<file path="src/rtl/mario_obj_scan_if.sv">
// Sprite hit-record stream from the object-table scanner to the line-buffer renderer.
interface mario_obj_scan_if;
    logic       spr_valid;
    logic       spr_rdy;
    logic [7:0] spr_code;
    logic [7:0] spr_attr;
    logic [7:0] spr_x;
    logic [3:0] spr_row;

    modport master (
        output spr_valid, spr_code, spr_attr, spr_x, spr_row,
        input  spr_rdy
    );

    modport slave (
        input  spr_valid, spr_code, spr_attr, spr_x, spr_row,
        output spr_rdy
    );
endinterface

</file>
<file path="src/rtl/mario_obj_scan.sv">
// Sprite object table (DMA destination) plus per-scanline scanner that streams
// the sprites intersecting the next line to the renderer.
module mario_obj_scan #(
    parameter int unsigned N_ENTRIES = 96,
    parameter int unsigned MAX_HITS  = 16,
    parameter int unsigned SPR_H     = 16
) (
    input  logic                    I_CLK_48M,
    input  logic                    I_RESET,
    input  logic                    I_CEN_12M,
    input  logic [9:0]              I_DMAD_A,
    input  logic [7:0]              I_DMAD_D,
    input  logic                    I_DMAD_CE,
    input  logic                    I_LINE_START,
    input  logic [7:0]              I_VPOS,
    mario_obj_scan_if.master        o_spr,
    output logic                    O_SCAN_BUSY,
    output logic                    O_SCAN_DONE,
    output logic                    O_OVF
);

    localparam int unsigned EW = $clog2(N_ENTRIES);
    localparam int unsigned HW = $clog2(MAX_HITS + 1);

    typedef enum logic [2:0] {S_IDLE, S_FETCH, S_CMP, S_EMIT, S_DONE} state_t;

    state_t        r_state;
    state_t        w_state_nxt;
    logic [7:0]    r_mem_y [N_ENTRIES];
    logic [7:0]    r_mem_c [N_ENTRIES];
    logic [7:0]    r_mem_a [N_ENTRIES];
    logic [7:0]    r_mem_x [N_ENTRIES];
    logic [7:0]    r_rd_y, r_rd_c, r_rd_a, r_rd_x;
    logic [7:0]    r_tgt;
    logic [EW-1:0] r_entry;
    logic [HW-1:0] r_hits;
    logic          r_limit;
    logic [EW-1:0] w_wr_entry;
    logic [7:0]    w_row;
    logic          w_hit, w_last, w_accept, w_adv, w_set_ovf, w_enter_limit, w_load;

    assign w_wr_entry = I_DMAD_A[EW+1:2];
    assign w_row      = r_tgt - r_rd_y;
    assign w_hit      = (r_rd_y != 8'h00) && (w_row < 8'(SPR_H));
    assign w_last     = (r_entry == EW'(N_ENTRIES - 1));
    assign w_accept   = (r_state == S_EMIT) && o_spr.spr_valid && o_spr.spr_rdy;

    // Table storage; the registered read gives read-before-write on a same-entry collision.
    always_ff @(posedge I_CLK_48M) begin
        if (I_DMAD_CE && (I_DMAD_A < 10'(4 * N_ENTRIES))) begin
            case (I_DMAD_A[1:0])
                2'd0:    r_mem_y[w_wr_entry] <= I_DMAD_D;
                2'd1:    r_mem_c[w_wr_entry] <= I_DMAD_D;
                2'd2:    r_mem_a[w_wr_entry] <= I_DMAD_D;
                default: r_mem_x[w_wr_entry] <= I_DMAD_D;
            endcase
        end
        if ((r_state == S_FETCH) && I_CEN_12M) begin
            r_rd_y <= r_mem_y[r_entry];
            r_rd_c <= r_mem_c[r_entry];
            r_rd_a <= r_mem_a[r_entry];
            r_rd_x <= r_mem_x[r_entry];
        end
    end

    // Next-state logic; a line start restarts the scan from any state.
    always_comb begin
        w_state_nxt   = r_state;
        w_adv         = 1'b0;
        w_set_ovf     = 1'b0;
        w_enter_limit = 1'b0;
        w_load        = 1'b0;
        case (r_state)
            S_IDLE: w_state_nxt = S_IDLE;
            S_FETCH: begin
                if (I_CEN_12M) w_state_nxt = S_CMP;
            end
            S_CMP: begin
                if (I_CEN_12M) begin
                    if (w_hit && r_limit) begin
                        w_set_ovf   = 1'b1;
                        w_state_nxt = S_DONE;
                    end else if (w_hit) begin
                        w_load      = 1'b1;
                        w_state_nxt = S_EMIT;
                    end else if (w_last) begin
                        w_state_nxt = S_DONE;
                    end else begin
                        w_adv       = 1'b1;
                        w_state_nxt = S_FETCH;
                    end
                end
            end
            S_EMIT: begin
                if (w_accept) begin
                    w_enter_limit = (r_hits == HW'(MAX_HITS - 1));
                    if (w_last) begin
                        w_state_nxt = S_DONE;
                    end else begin
                        w_adv       = 1'b1;
                        w_state_nxt = S_FETCH;
                    end
                end
            end
            S_DONE:  w_state_nxt = S_IDLE;
            default: w_state_nxt = S_IDLE;
        endcase
        if (I_LINE_START) w_state_nxt = S_FETCH;
    end

    always_ff @(posedge I_CLK_48M) begin
        if (I_RESET) begin
            r_state          <= S_IDLE;
            r_tgt            <= 8'h00;
            r_entry          <= '0;
            r_hits           <= '0;
            r_limit          <= 1'b0;
            O_SCAN_BUSY      <= 1'b0;
            O_SCAN_DONE      <= 1'b0;
            O_OVF            <= 1'b0;
            o_spr.spr_valid  <= 1'b0;
            o_spr.spr_code   <= 8'h00;
            o_spr.spr_attr   <= 8'h00;
            o_spr.spr_x      <= 8'h00;
            o_spr.spr_row    <= 4'h0;
        end else begin
            r_state         <= w_state_nxt;
            O_SCAN_BUSY     <= (w_state_nxt == S_FETCH) || (w_state_nxt == S_CMP) ||
                               (w_state_nxt == S_EMIT);
            O_SCAN_DONE     <= (w_state_nxt == S_DONE);
            o_spr.spr_valid <= (w_state_nxt == S_EMIT);
            if (I_LINE_START) begin
                r_tgt   <= I_VPOS + 8'd1;
                r_entry <= '0;
                r_hits  <= '0;
                r_limit <= 1'b0;
                O_OVF   <= 1'b0;
            end else begin
                if (w_load) begin
                    o_spr.spr_code <= r_rd_c;
                    o_spr.spr_attr <= r_rd_a;
                    o_spr.spr_x    <= r_rd_x;
                    o_spr.spr_row  <= w_row[3:0];
                end
                if (w_adv)         r_entry <= r_entry + EW'(1);
                if (w_accept)      r_hits  <= r_hits + HW'(1);
                if (w_enter_limit) r_limit <= 1'b1;
                if (w_set_ovf)     O_OVF   <= 1'b1;
            end
        end
    end

endmodule

</file>
<file path="src/flat_wrapper.sv">
// flat-port wrapper written by rule: the top's interface ports become plain ports
module mario_obj_scan_flat 
#(
    parameter int unsigned N_ENTRIES = 96,
    parameter int unsigned MAX_HITS  = 16,
    parameter int unsigned SPR_H     = 16
)
  (I_CLK_48M, I_RESET, I_CEN_12M, I_DMAD_A, I_DMAD_D, I_DMAD_CE, I_LINE_START, I_VPOS, O_SCAN_BUSY, O_SCAN_DONE, O_OVF, o_spr_spr_valid, o_spr_spr_code, o_spr_spr_attr, o_spr_spr_x, o_spr_spr_row, o_spr_spr_rdy);
  mario_obj_scan_if o_spr_i ();
  input  logic I_CLK_48M;
  input  logic I_RESET;
  input  logic I_CEN_12M;
  input  logic [9:0] I_DMAD_A;
  input  logic [7:0] I_DMAD_D;
  input  logic I_DMAD_CE;
  input  logic I_LINE_START;
  input  logic [7:0] I_VPOS;
  output logic O_SCAN_BUSY;
  output logic O_SCAN_DONE;
  output logic O_OVF;
  output wire logic [$bits(o_spr_i.spr_valid)-1:0] o_spr_spr_valid;
  output wire logic [$bits(o_spr_i.spr_code)-1:0] o_spr_spr_code;
  output wire logic [$bits(o_spr_i.spr_attr)-1:0] o_spr_spr_attr;
  output wire logic [$bits(o_spr_i.spr_x)-1:0] o_spr_spr_x;
  output wire logic [$bits(o_spr_i.spr_row)-1:0] o_spr_spr_row;
  input wire logic [$bits(o_spr_i.spr_rdy)-1:0] o_spr_spr_rdy;
  assign o_spr_spr_valid = o_spr_i.spr_valid;
  assign o_spr_spr_code = o_spr_i.spr_code;
  assign o_spr_spr_attr = o_spr_i.spr_attr;
  assign o_spr_spr_x = o_spr_i.spr_x;
  assign o_spr_spr_row = o_spr_i.spr_row;
  assign o_spr_i.spr_rdy = o_spr_spr_rdy;
  mario_obj_scan #(.N_ENTRIES(N_ENTRIES), .MAX_HITS(MAX_HITS), .SPR_H(SPR_H)) u_core (.I_CLK_48M(I_CLK_48M), .I_RESET(I_RESET), .I_CEN_12M(I_CEN_12M), .I_DMAD_A(I_DMAD_A), .I_DMAD_D(I_DMAD_D), .I_DMAD_CE(I_DMAD_CE), .I_LINE_START(I_LINE_START), .I_VPOS(I_VPOS), .o_spr(o_spr_i), .O_SCAN_BUSY(O_SCAN_BUSY), .O_SCAN_DONE(O_SCAN_DONE), .O_OVF(O_OVF));
endmodule
</file>
<file path="config.mk">
export PLATFORM = sky130hd
export DESIGN_NAME = mario_obj_scan_flat
export DESIGN_NICKNAME = d
export VERILOG_FILES = /design/src/rtl/mario_obj_scan_if.sv /design/src/rtl/mario_obj_scan.sv /design/src/flat_wrapper.sv
export SDC_FILE = /design/constraint.sdc
export NUM_CORES = 2
export LEC_CHECK = 0
export ABC_AREA = 1
export CAP_MARGIN = 0
export CORE_ASPECT_RATIO = 0.8
export CORE_UTILIZATION = 40
export CTS_BUF_LIST = sky130_fd_sc_hd__clkbuf_8
export DETAILED_ROUTE_END_ITERATION = 8
export DONT_BUFFER_PORTS = 1
export PLACE_DENSITY = 0.54
export SYNTH_ARGS = -nofsm -noshare
export SYNTH_HDL_FRONTEND = slang
export SYNTH_SLANG_ARGS = --single-unit
</file>
<file path="constraint.sdc">
create_clock -name I_CLK_48M -period 6.5 [get_ports I_CLK_48M]
set_input_delay 0.65 -clock I_CLK_48M [delete_from_list [all_inputs] [get_ports I_CLK_48M]]
set_output_delay 0.65 -clock I_CLK_48M [all_outputs]
set_load 0.01 [all_outputs]
</file>
==> impl_metrics.json <==
{
  "status": "finished with violations",
  "violations": "max-slew violations",
  "drtIter0Drc": 10700,
  "max_freq_mhz": 226,
  "maxSlewHeadroom_pct": -14.5,
  "path_cells": "inv_16 > buf_12 > o21ai_0 > o21ai_0 > o211ai_1 > nand3_1 > nand3_1 > nand2_1 > nand2_1 > nand3_1",
  "combPwrFrac_pct": 1.7,
  "post-dp-hpwl_um": 208000,
  "drive_gt1_share_pct": 7.29,
  "cp_max_fo": 224,
  "overflow": 0,
  "worst-path-buf-inv": 2,
  "syn-num-nets": 9810,
  "reg2reg_depth": 10,
  "final-max-slew-violation-count": 396,
  "synth_top_area_cell": "edfxtp_1",
  "clk_pin_slew_ns": 0.06,
  "clock-sinks": 3160,
  "r2r-start": "u_core.r_entry[0]",
  "clk-insertion-delay-late_ns": 1.05,
  "finalInstanceArea_mm2": 0.138,
  "ys.warnings.count": 0,
  "min_period_ns": 4.42,
  "grt_pass1_vias": 77800,
  "cp_slowest_cell": "dfxtp_4",
  "ir_worst_vdd_mv": 0.168,
  "finalNetCount": 9739,
  "vias": 82200,
  "hold_depth": 1,
  "coreArea_mm2": 0.312,
  "clkPwrFrac_pct": 40.0,
  "wire_per_inst_um": 27.2,
  "initial_utilization_pct": 40.3,
  "multi_input_area_mm2": 0.0275,
  "ant_nets": 0,
  "crit_cells": 10,
  "fin_skew_ns": 0.0834,
  "die_area_mm2": 0.316,
  "antenna_found_initial": 17,
  "cts-root-buf": "clkbuf_8",
  "htreeDepth": 5,
  "io_buffers": 0,
  "rows": 183,
  "netlist_top_cells_area": "edfxtp_1 (74%), nor2_1 (6.4%), o21ai_0 (5.8%), o22ai_1 (2.2%), nand2_1 (2.0%)",
  "r2r_end": "u_core.r_rd_x[6]",
  "cts_tree": "yes",
  "worstSetupPathType": "flop to flop",
  "p_sw_w": 0.00843,
  "min_to": "u_core.r_mem_c[27][7]",
  "fillCellCount": 28400,
  "finalPower_w": 0.0384,
  "cp-end-kind": "flop",
  "leakagePower_nw": 44.1,
  "synth_ff_type": "edfxtp_1",
  "worstPathRequired_ns": 7.27,
  "cap_violations": 0,
  "ys_seq_area_share_pct": 75.1,
  "drc_errors": 0,
  "synthArstFlopShare_pct": 0,
  "hold_viol": 0,
  "synth_edf_count": 3104,
  "worst_slew_pin_slew_ns": 1.72,
  "ys_types": 38,
  "rsz0062_at_grt": "no",
  "die_w_um": 628,
  "worst_setup_path_start_kind": "flop",
  "p_per_area_mw_per_mm2": 278,
  "syn_area_mm2": 0.126,
  "cts_setup_buffers": 0,
  "ff2ff_setup_slack_ns": 2.08,
  "ctsResizeCount": 0,
  "hold_start": "I_DMAD_D[7]",
  "p_sw_share_pct": 21.9,
  "cp_top_family": "simple AND/OR/NAND/NOR gates",
  "track_usage_pct": 23.8,
  "cts_buffer_depth": 4,
  "grt_pass1_wl_um": 553000,
  "grt_max_degree": 370,
  "vias_per_cell": 5.77,
  "dr.pass1.iters": 8,
  "die_y_um": 503,
  "cp_slowest_stage_delay_ns": 0.70,
  "placed_area_mm2": 0.128,
  "path_common_cell": "nand3_1",
  "avgSynthCellArea_um2": 12.9,
  "areaGrowthSynthToFinish_pct": 10.1,
  "synth_seq_cells": 3160,
  "seqCellArea_mm2": 0.0943,
  "min_period_over_period_pct": 68.0,
  "hold_path_class": "input pin to flop",
  "wl_um": 388000,
  "crit_arrival_ns": 5.20,
  "synth_top_area_share_pct": 74.2,
  "place_congestion": 0.847,
  "ios": 64,
  "syn_inst": 9766,
  "finalSetupTns_ns": 0,
  "cts_buffers": 483,
  "p_int_w": 0.0300,
  "sequentialPowerShare_pct": 58.3,
  "setup_viol": 0
}
-- layer usage --
layer	vias up	GRT usage (%)	routed length [µm]
met1	41500	34.8	169000
li1	36000	-	-
met4	6	6.18	9490
met3	595	5.97	40500
met2	4121	35.3	169000
met5	-	0	46
-- state kept, by name, indices dropped and copies added (netlist names), 3 cells and up --
register and cells:
u_core.r_entry 7, u_core.o_spr.spr_row 4, u_core.r_mem_c 768, u_core.r_mem_x 768
u_core.r_mem_y 768, u_core.r_rd_a 8, u_core.o_spr.spr_attr 8, u_core.o_spr.spr_x 8
u_core.r_rd_y 8, u_core.r_mem_a 768, u_core.r_rd_x 8, u_core.r_tgt 8
u_core.r_hits 5, u_core.o_spr.spr_code 8, u_core.r_state 3, u_core.r_rd_c 8
-- worst reg2reg max path, stage by stage, from the launching register on --
cell and delay [ns]:
dfxtp_4 0.70, inv_16 0.43, buf_12 0.48, o21ai_0 0.68, o21ai_0 0.14, o211ai_1 0.25, nand3_1 0.32, nand3_1 0.56
nand2_1 0.30, nand2_1 0.22, nand3_1 0.09
-- layout by cell type (no fill, tap or decap), types with 97 or more instances in the layout --
cell and n:
o21ai_1 141, nor2_1 2153, o221ai_1 203, edfxtp_1 3104
o22ai_1 438, nand2_1 681, inv_1 244, o211ai_1 175
clkinv_1 133, nand3_1 366, clkbuf_8 493, a21oi_1 97
o21ai_0 1453
-- cells by family (layout without fill, tap and decap cells) --
family,Yosys count,in the layout,synth area share (%)
and+or+nand+nor,3264,3264,10.2
DFF,3160,3160,75.1
AOI/OAI and AO/OA,2518,2518,11.4
buffers and inverters,807,1125,3.05
adders and majority gates,12,12,0.126
xor gates and xnor gates,5,5,0.0349
other,0,6,0
-- Yosys cell counts, drive strengths merged, types with 2 or more instances --
library cell / number
a21oi: 97
a22o: 2
a31oi: 5
buf: 304
clkbuf: 399
clkinv: 4
dfxtp: 56
edfxtp: 3104
ha: 11
inv: 100
nand2: 681
nand3: 371
nand4: 36
nor2: 2157
nor3: 12
o211ai: 175
o21ai: 1594
o21bai: 2
o221ai: 203
o22ai: 438
or2: 5
xnor2: 3
xor2: 2
-- layout make-up --
type | count | share of cell area (%)
clock inverter | 381 | 1.42
sequential | 3160 | 68.3
timing repair buffer | 147 | 1.40
clock buffer | 493 | 4.91
antenna | 6 | 0.0109
tap | 4162 | 3.77
multi-input combinational | 5799 | 19.9
inverter | 104 | 0.316
-- power by group through the flow --
stage	sequential (W)	clock (W)	combinational, W
2_1_floorplan	0.0228	0	0.000179
3_3_place_gp	0.0228	0	0.000303
3_5_place_dp	0.0228	0	0.000305
4_1_cts	0.0224	0.0156	0.000543
5_1_grt	0.0224	0.0164	0.000675
6_report	0.0224	0.0154	0.000641
-- how the worst max path moves through the flow --
stage / startpoint / end / slack, ns
2_1_floorplan: I_CEN_12M / u_core.O_SCAN_BUSY / 2.10
3_3_place_gp: I_DMAD_A[8] / u_core.r_mem_a[6][4] / 2.18
3_5_place_dp: I_DMAD_A[8] / u_core.r_mem_a[80][7] / 2.14
4_1_cts: u_core.r_entry[0] / u_core.r_rd_x[6] / 2.45
5_1_grt: u_core.r_entry[0] / u_core.r_rd_x[6] / 1.95
6_report: u_core.r_entry[0] / u_core.r_rd_x[6] / 2.08
-- repair_timing --
item                       CTS  global route
hold endpoints to repair   588           134
hold buffers                57             2
setup endpoints to repair    0             0
-- per-stage QoR --
stage / hold slack (ns) / cells / setup WS, ns / util [%]
6_report: 0.105 / 14300 / 2.08 / 44.4
2_1_floorplan: 0.434 / 9766 / 2.10 / -
4_1_cts: 0.00212 / 14200 / 2.45 / 44.3
5_1_grt: 0.0194 / 14200 / 1.95 / 44.3
3_5_place_dp: 0.466 / 13300 / 2.14 / 41.2
3_3_place_gp: 0.450 / 13300 / 2.18 / 41.2
No activity file was read; power rests on OpenSTA's default activity.
